### config.mk
export PLATFORM = sky130hd
export DESIGN_NAME = rf_write_arbiter_flat
export DESIGN_NICKNAME = d
export VERILOG_FILES = /design/src/rtl/rf_write_arbiter_if.sv /design/src/rtl/rf_write_arbiter.sv /design/src/flat_wrapper.sv
export SDC_FILE = /design/constraint.sdc
export NUM_CORES = 1
export LEC_CHECK = 0
export ABC_AREA = 1
export CORE_MARGIN = 2
export CORE_UTILIZATION = 33
export CTS_CLUSTER_DIAMETER = 100
export DETAILED_ROUTE_END_ITERATION = 8
export GPL_ROUTABILITY_DRIVEN = 0
export MAX_ROUTING_LAYER = met4
export PLACE_DENSITY = 0.82
export SYNTH_ARGS = -nofsm -noshare
export SYNTH_HDL_FRONTEND = slang
export SYNTH_SLANG_ARGS = --single-unit
### constraint.sdc
create_clock -name clk -period 1.6 [get_ports clk]
set_input_delay 0.32 -clock clk [delete_from_list [all_inputs] [get_ports clk]]
set_output_delay 0.32 -clock clk [all_outputs]
set_load 0.005 [all_outputs]
### src/rtl/rf_write_arbiter_if.sv
// Requester-side bundle for rf_write_arbiter: three write requesters
// (0 = ALU, 1 = load, 2 = mul/div) with valid/ready handshakes.
interface rf_write_arbiter_if #(
  parameter int ADDR_W = 5,
  parameter int DATA_W = 32
);
  logic [2:0]        req_valid;
  logic [2:0]        req_ready;
  logic [ADDR_W-1:0] req_addr0;
  logic [ADDR_W-1:0] req_addr1;
  logic [ADDR_W-1:0] req_addr2;
  logic [DATA_W-1:0] req_data0;
  logic [DATA_W-1:0] req_data1;
  logic [DATA_W-1:0] req_data2;

  // Requester side drives requests and observes grants.
  modport master (
    output req_valid, req_addr0, req_addr1, req_addr2,
    output req_data0, req_data1, req_data2,
    input  req_ready
  );

  // Arbiter side observes requests and drives grants.
  modport slave (
    input  req_valid, req_addr0, req_addr1, req_addr2,
    input  req_data0, req_data1, req_data2,
    output req_ready
  );
endinterface

### src/rtl/rf_write_arbiter.sv
// Register-file write-port arbiter: round-robin grant among three
// requesters, one registered RF write per cycle, writes to r0 dropped.
// Optional forwarding of the registered write onto two read ports is
// enabled by defining the macro RF_WRITE_ARB_FWD_EN; otherwise the
// forwarding outputs are tied to zero.
module rf_write_arbiter #(
  parameter int ADDR_W = 5,
  parameter int DATA_W = 32
) (
  input  logic               clk,
  input  logic               rst,
  rf_write_arbiter_if.slave  req_if,
  input  logic               hold,
  output logic               RegWrite,
  output logic [ADDR_W-1:0]  wr_addr,
  output logic [DATA_W-1:0]  wr_data,
  input  logic [ADDR_W-1:0]  rd_addr1,
  input  logic [ADDR_W-1:0]  rd_addr2,
  output logic               fwd_hit1,
  output logic               fwd_hit2,
  output logic [DATA_W-1:0]  fwd_data1,
  output logic [DATA_W-1:0]  fwd_data2
);

  // Round-robin pointer: the requester index that has highest priority.
  typedef enum logic [1:0] {
    PTR_0 = 2'd0,
    PTR_1 = 2'd1,
    PTR_2 = 2'd2
  } rr_ptr_e;

  rr_ptr_e           ptr_r;
  rr_ptr_e           ptr_nxt_s;
  logic [2:0]        grant_s;
  logic              grant_vld_s;
  logic [ADDR_W-1:0] sel_addr_s;
  logic [DATA_W-1:0] sel_data_s;
  logic              reg_write_r;
  logic [ADDR_W-1:0] wr_addr_r;
  logic [DATA_W-1:0] wr_data_r;

  // One-hot grant picking the first valid requester in order p, p+1, p+2 (mod 3).
  function automatic logic [2:0] rr_pick(input logic [2:0] v, input rr_ptr_e p);
    logic [2:0] g;
    g = 3'b000;
    case (p)
      PTR_0: begin
        if (v[0]) g = 3'b001;
        else if (v[1]) g = 3'b010;
        else if (v[2]) g = 3'b100;
        else g = 3'b000;
      end
      PTR_1: begin
        if (v[1]) g = 3'b010;
        else if (v[2]) g = 3'b100;
        else if (v[0]) g = 3'b001;
        else g = 3'b000;
      end
      PTR_2: begin
        if (v[2]) g = 3'b100;
        else if (v[0]) g = 3'b001;
        else if (v[1]) g = 3'b010;
        else g = 3'b000;
      end
      default: g = 3'b000;
    endcase
    return g;
  endfunction

  // Combinational grant; reset and hold both suppress every grant.
  always_comb begin
    grant_s = 3'b000;
    if (rst || hold) begin
      grant_s = 3'b000;
    end else begin
      grant_s = rr_pick(req_if.req_valid, ptr_r);
    end
  end

  assign grant_vld_s      = |grant_s;
  assign req_if.req_ready = grant_s;

  // Select address/data of the granted requester.
  always_comb begin
    sel_addr_s = {ADDR_W{1'b0}};
    sel_data_s = {DATA_W{1'b0}};
    case (grant_s)
      3'b001: begin
        sel_addr_s = req_if.req_addr0;
        sel_data_s = req_if.req_data0;
      end
      3'b010: begin
        sel_addr_s = req_if.req_addr1;
        sel_data_s = req_if.req_data1;
      end
      3'b100: begin
        sel_addr_s = req_if.req_addr2;
        sel_data_s = req_if.req_data2;
      end
      default: begin
        sel_addr_s = {ADDR_W{1'b0}};
        sel_data_s = {DATA_W{1'b0}};
      end
    endcase
  end

  // Next pointer: one past the granted index, unchanged when nothing is granted.
  always_comb begin
    ptr_nxt_s = ptr_r;
    case (grant_s)
      3'b001:  ptr_nxt_s = PTR_1;
      3'b010:  ptr_nxt_s = PTR_2;
      3'b100:  ptr_nxt_s = PTR_0;
      default: ptr_nxt_s = ptr_r;
    endcase
  end

  // Pointer register; reset restarts the rotation at requester 0.
  always_ff @(posedge clk) begin
    if (rst) begin
      ptr_r <= PTR_0;
    end else begin
      ptr_r <= ptr_nxt_s;
    end
  end

  // RF write register; a granted write to r0 completes the handshake but is not issued.
  always_ff @(posedge clk) begin
    if (rst) begin
      reg_write_r <= 1'b0;
      wr_addr_r   <= {ADDR_W{1'b0}};
      wr_data_r   <= {DATA_W{1'b0}};
    end else if (grant_vld_s) begin
      reg_write_r <= (sel_addr_s != {ADDR_W{1'b0}});
      wr_addr_r   <= sel_addr_s;
      wr_data_r   <= sel_data_s;
    end else begin
      reg_write_r <= 1'b0;
      wr_addr_r   <= wr_addr_r;
      wr_data_r   <= wr_data_r;
    end
  end

  assign RegWrite = reg_write_r;
  assign wr_addr  = wr_addr_r;
  assign wr_data  = wr_data_r;

`ifdef RF_WRITE_ARB_FWD_EN
  // Bypass the write being issued this cycle to matching read ports (r0 never matches).
  assign fwd_hit1  = reg_write_r && (wr_addr_r == rd_addr1) && (rd_addr1 != {ADDR_W{1'b0}});
  assign fwd_hit2  = reg_write_r && (wr_addr_r == rd_addr2) && (rd_addr2 != {ADDR_W{1'b0}});
  assign fwd_data1 = wr_data_r;
  assign fwd_data2 = wr_data_r;
`else
  logic unused_rd_s;
  assign unused_rd_s = ^{rd_addr1, rd_addr2};
  assign fwd_hit1  = 1'b0;
  assign fwd_hit2  = 1'b0;
  assign fwd_data1 = {DATA_W{1'b0}};
  assign fwd_data2 = {DATA_W{1'b0}};
`endif

endmodule
### src/flat_wrapper.sv
// flat-port wrapper written by rule: the top's interface ports become plain ports
module rf_write_arbiter_flat 
#(
  parameter int ADDR_W = 5,
  parameter int DATA_W = 32
)
  (clk, rst, hold, RegWrite, wr_addr, wr_data, rd_addr1, rd_addr2, fwd_hit1, fwd_hit2, fwd_data1, fwd_data2, req_if_req_valid, req_if_req_addr0, req_if_req_addr1, req_if_req_addr2, req_if_req_data0, req_if_req_data1, req_if_req_data2, req_if_req_ready);
  rf_write_arbiter_if #(.ADDR_W(ADDR_W), .DATA_W(DATA_W)) req_if_i ();
  input  logic clk;
  input  logic rst;
  input  logic hold;
  output logic RegWrite;
  output logic [ADDR_W-1:0] wr_addr;
  output logic [DATA_W-1:0] wr_data;
  input  logic [ADDR_W-1:0] rd_addr1;
  input  logic [ADDR_W-1:0] rd_addr2;
  output logic fwd_hit1;
  output logic fwd_hit2;
  output logic [DATA_W-1:0] fwd_data1;
  output logic [DATA_W-1:0] fwd_data2;
  input wire logic [$bits(req_if_i.req_valid)-1:0] req_if_req_valid;
  input wire logic [$bits(req_if_i.req_addr0)-1:0] req_if_req_addr0;
  input wire logic [$bits(req_if_i.req_addr1)-1:0] req_if_req_addr1;
  input wire logic [$bits(req_if_i.req_addr2)-1:0] req_if_req_addr2;
  input wire logic [$bits(req_if_i.req_data0)-1:0] req_if_req_data0;
  input wire logic [$bits(req_if_i.req_data1)-1:0] req_if_req_data1;
  input wire logic [$bits(req_if_i.req_data2)-1:0] req_if_req_data2;
  output wire logic [$bits(req_if_i.req_ready)-1:0] req_if_req_ready;
  assign req_if_i.req_valid = req_if_req_valid;
  assign req_if_i.req_addr0 = req_if_req_addr0;
  assign req_if_i.req_addr1 = req_if_req_addr1;
  assign req_if_i.req_addr2 = req_if_req_addr2;
  assign req_if_i.req_data0 = req_if_req_data0;
  assign req_if_i.req_data1 = req_if_req_data1;
  assign req_if_i.req_data2 = req_if_req_data2;
  assign req_if_req_ready = req_if_i.req_ready;
  rf_write_arbiter #(.ADDR_W(ADDR_W), .DATA_W(DATA_W)) u_core (.clk(clk), .rst(rst), .req_if(req_if_i), .hold(hold), .RegWrite(RegWrite), .wr_addr(wr_addr), .wr_data(wr_data), .rd_addr1(rd_addr1), .rd_addr2(rd_addr2), .fwd_hit1(fwd_hit1), .fwd_hit2(fwd_hit2), .fwd_data1(fwd_data1), .fwd_data2(fwd_data2));
endmodule
==> results.json <==
{
  "outcome": "finished, final reports clean",
  "clockRootBuffer": "clkbuf_8",
  "antenna_found_initial": 0,
  "whs_ns": 0.459,
  "io_pins": 234,
  "netlist_instances": 457,
  "max_freq_ghz": 0.641,
  "clk_latency_ns": 0.28,
  "grt_pass1_wl_mm": 13.5,
  "postLayoutCellArea_um2": 4520,
  "wl_per_cell_um": 13.0,
  "clk_pin_slew_ns": 0.08,
  "drv_slew": 0,
  "grt_max_degree": 40,
  "critPathKind": "in2reg",
  "core-area_um2": 8260,
  "grt.total_usage_pct": 19.5,
  "power.density_nw_per_um2": 602,
  "pre_cts_ws_ns": -0.553,
  "reg2reg_to": "u_core.wr_addr[2]",
  "cpPeakStageDelay_ns": 0.24,
  "n_fill_cell": 763,
  "cp_common_cell": "buf_4",
  "worst_slack_ns": 0.0394,
  "r2r_slack_ns": 0.06,
  "layout_common_cells": "clkdlybuf4s50_1, nand2_1, nand3_1, nor2_1, conb_1",
  "rsz0062_at_grt": "true",
  "whs_path_depth": 2,
  "ir_worst_vdd_mv": 0.300,
  "clkPwrFrac_pct": 29.6,
  "startpoint_type": "input pin",
  "crit_family": "buffers and inverters",
  "rows": 33,
  "cp_data_required_time_ns": 1.81,
  "htree_num_levels": 2,
  "nets": 750,
  "p_leak_nw": 2.14,
  "p_total_mw": 2.72,
  "sw_frac_of_total_pct": 26.8,
  "final_hold_viol_count": 0,
  "syn-cell-area_um2": 2820,
  "numCtsBuffers": 5,
  "maxCapViolCount": 0,
  "min_path_type": "reg2reg",
  "tritoncts": "done",
  "post-route-period-util_pct": 97.5,
  "ys_ff_latch": 40,
  "drc": 0,
  "min_to": "u_core.wr_data[22]",
  "ys_seq_area_share_pct": 28.4,
  "syn_avg_cell_area_um2": 6.16,
  "setup_viol": 0,
  "layout_commonest_cell": "clkdlybuf4s50_1",
  "reg2reg_depth": 10,
  "r2r-start": "u_core.ptr_r[1]",
  "dpl_cell_area_um2": 4310,
  "critPathBufInv": 6,
  "fin_worst_skew_ns": 0.00763,
  "initial_core_util_pct": 34.1,
  "die_area_um2": 9290,
  "end_kind": "flip-flop",
  "slowest_stage": "dlygate4sd2_1",
  "p_comb_share_pct": 30.4,
  "clock-sinks": 40,
  "vias": 3318,
  "vias_per_cell": 4.55,
  "worstPathMaxFanout": 16,
  "routed_wl_mm": 9.45,
  "clockBufferDepth": 2,
  "seqPwrFrac_pct": 40.1,
  "grt_pass1_vias": 2952,
  "p_switching_uw": 730,
  "drtIter0Drc": 70,
  "power.internal_mw": 1.99,
  "path_cells": "dlygate4sd2_1, nor2_2, buf_4, nand2_4, nor2_4, buf_4, buf_4, buf_4, nand3_1, nand3_1, inv_1, a21oi_1",
  "area_delta_synth_final_pct": 60.5,
  "synth_cell_type_count": 16,
  "drive_gt1_share_pct": 10.3,
  "cp.arrival_ns": 1.77,
  "die_h_um": 96.4,
  "ys_warn_count": 0,
  "diodes": 0,
  "cts.hold.buffers_added": 0,
  "grt_overflow": 0,
  "drtAntennaViolNets": 0,
  "min_period_ns": 1.56,
  "die_x_um": 96.4,
  "hpwl_mm": 6.89,
  "io_buffer_count": 157,
  "min_from": "u_core.wr_data[22]",
  "drtPass1Iterations": 4
}
tightest hold or removal path: stages, from the launching register on:
cell	delay, ns
dfxtp_1	0.31
nand2_1	0.06
a21oi_1	0.05
cell usage after synthesis:
master / instances / area share, %
buf_2: 8 / 1.4
nor2_1: 73 / 9.7
buf_6: 1 / 0.40
buf_1: 3 / 0.40
nand2_2: 6 / 1.3
nor2_4: 3 / 1.2
nand3_1: 74 / 13
inv_1: 41 / 5.5
clkbuf_1: 9 / 1.2
dfxtp_1: 40 / 28
nor2_2: 1 / 0.22
buf_4: 67 / 18
nand2_1: 89 / 12
inv_2: 3 / 0.40
conb_1: 1 / 0.13
a21oi_1: 38 / 6.8
sequential cells by signal, indices dropped and copies added, names as in the netlist:
signal           flops
u_core.wr_data      32
u_core.ptr_r         2
u_core.wr_addr       5
u_core.RegWrite      1
metrics by stage:
step / setup TNS [ns] / cells / util, %
floorplan: 0 / 522 / -
detailed placement: -19.07 / 713 / 52.2
global placement: -16.75 / 713 / 52.2
global route: -0.174 / 729 / 54.7
finish: 0 / 729 / 54.7
CTS: 0 / 732 / 55.4
cell type report:
cell class	count	area [um2]	area share [%]
flip-flops and latches	40	806	17.8
multi-input cells	350	1540	34.1
clock inverters	2	35.0	0.775
well taps	105	131	2.91
clock buffers	6	72.6	1.61
repair buffers	182	1770	39.2
inverters	44	165	3.65
repair_timing:
action / 4_1_cts / 5_1_grt
resized for setup: 34 / 12
pin swaps: 4 / 9
cloned: 2 / 0
endpoints found under the setup margin: 43 / 38
buffers inserted: 9 / 1
metal layers:
layer  wire, um  part of all wire, %  vias to the layer above  global-route usage, %
met5          0                    0                        -                      -
met4         71                 0.75                        0                   5.28
met3        774                  8.2                        9                   3.76
met2       4890                   52                      179                   35.1
met1       3710                   39                     1513                   22.0
li1           -                    -                     1617                      -
worst max-delay path by stage:
| stage | startpoint | endpoint | slack (ns) | depth (start not counted) |
|---|---|---|---|---|
| finish | hold | u_core.wr_addr[4] | 0.04 | 12 |
| global route | hold | u_core.wr_data[13] | -0.03 | 12 |
| CTS | u_core.ptr_r[0] | req_if_req_ready[2] | 0.01 | 6 |
| detailed placement | rst | req_if_req_ready[1] | -0.55 | 7 |
| global placement | rst | req_if_req_ready[1] | -0.53 | 7 |
| floorplan | hold | u_core.ptr_r[1] | 0.18 | 10 |
power groups by stage:
stage / clock, mW / combinational (mW) / sequential (mW)
2_1_floorplan: 0 / 0.399 / 1.11
3_3_place_gp: 0 / 0.778 / 1.11
3_5_place_dp: 0 / 0.789 / 1.11
4_1_cts: 0.834 / 0.854 / 1.09
5_1_grt: 0.877 / 0.902 / 1.10
6_report: 0.804 / 0.826 / 1.09
cells by family after synthesis:
| logic type | synth area share (%) |
|---|---|
| other | 0.133 |
| flip-flops | 28.4 |
| AO/OA/AOI/OAI | 6.76 |
| buffers and inverters | 27.2 |
| AND/OR/NAND/NOR | 37.5 |
(Power assumes the default switching activity.)
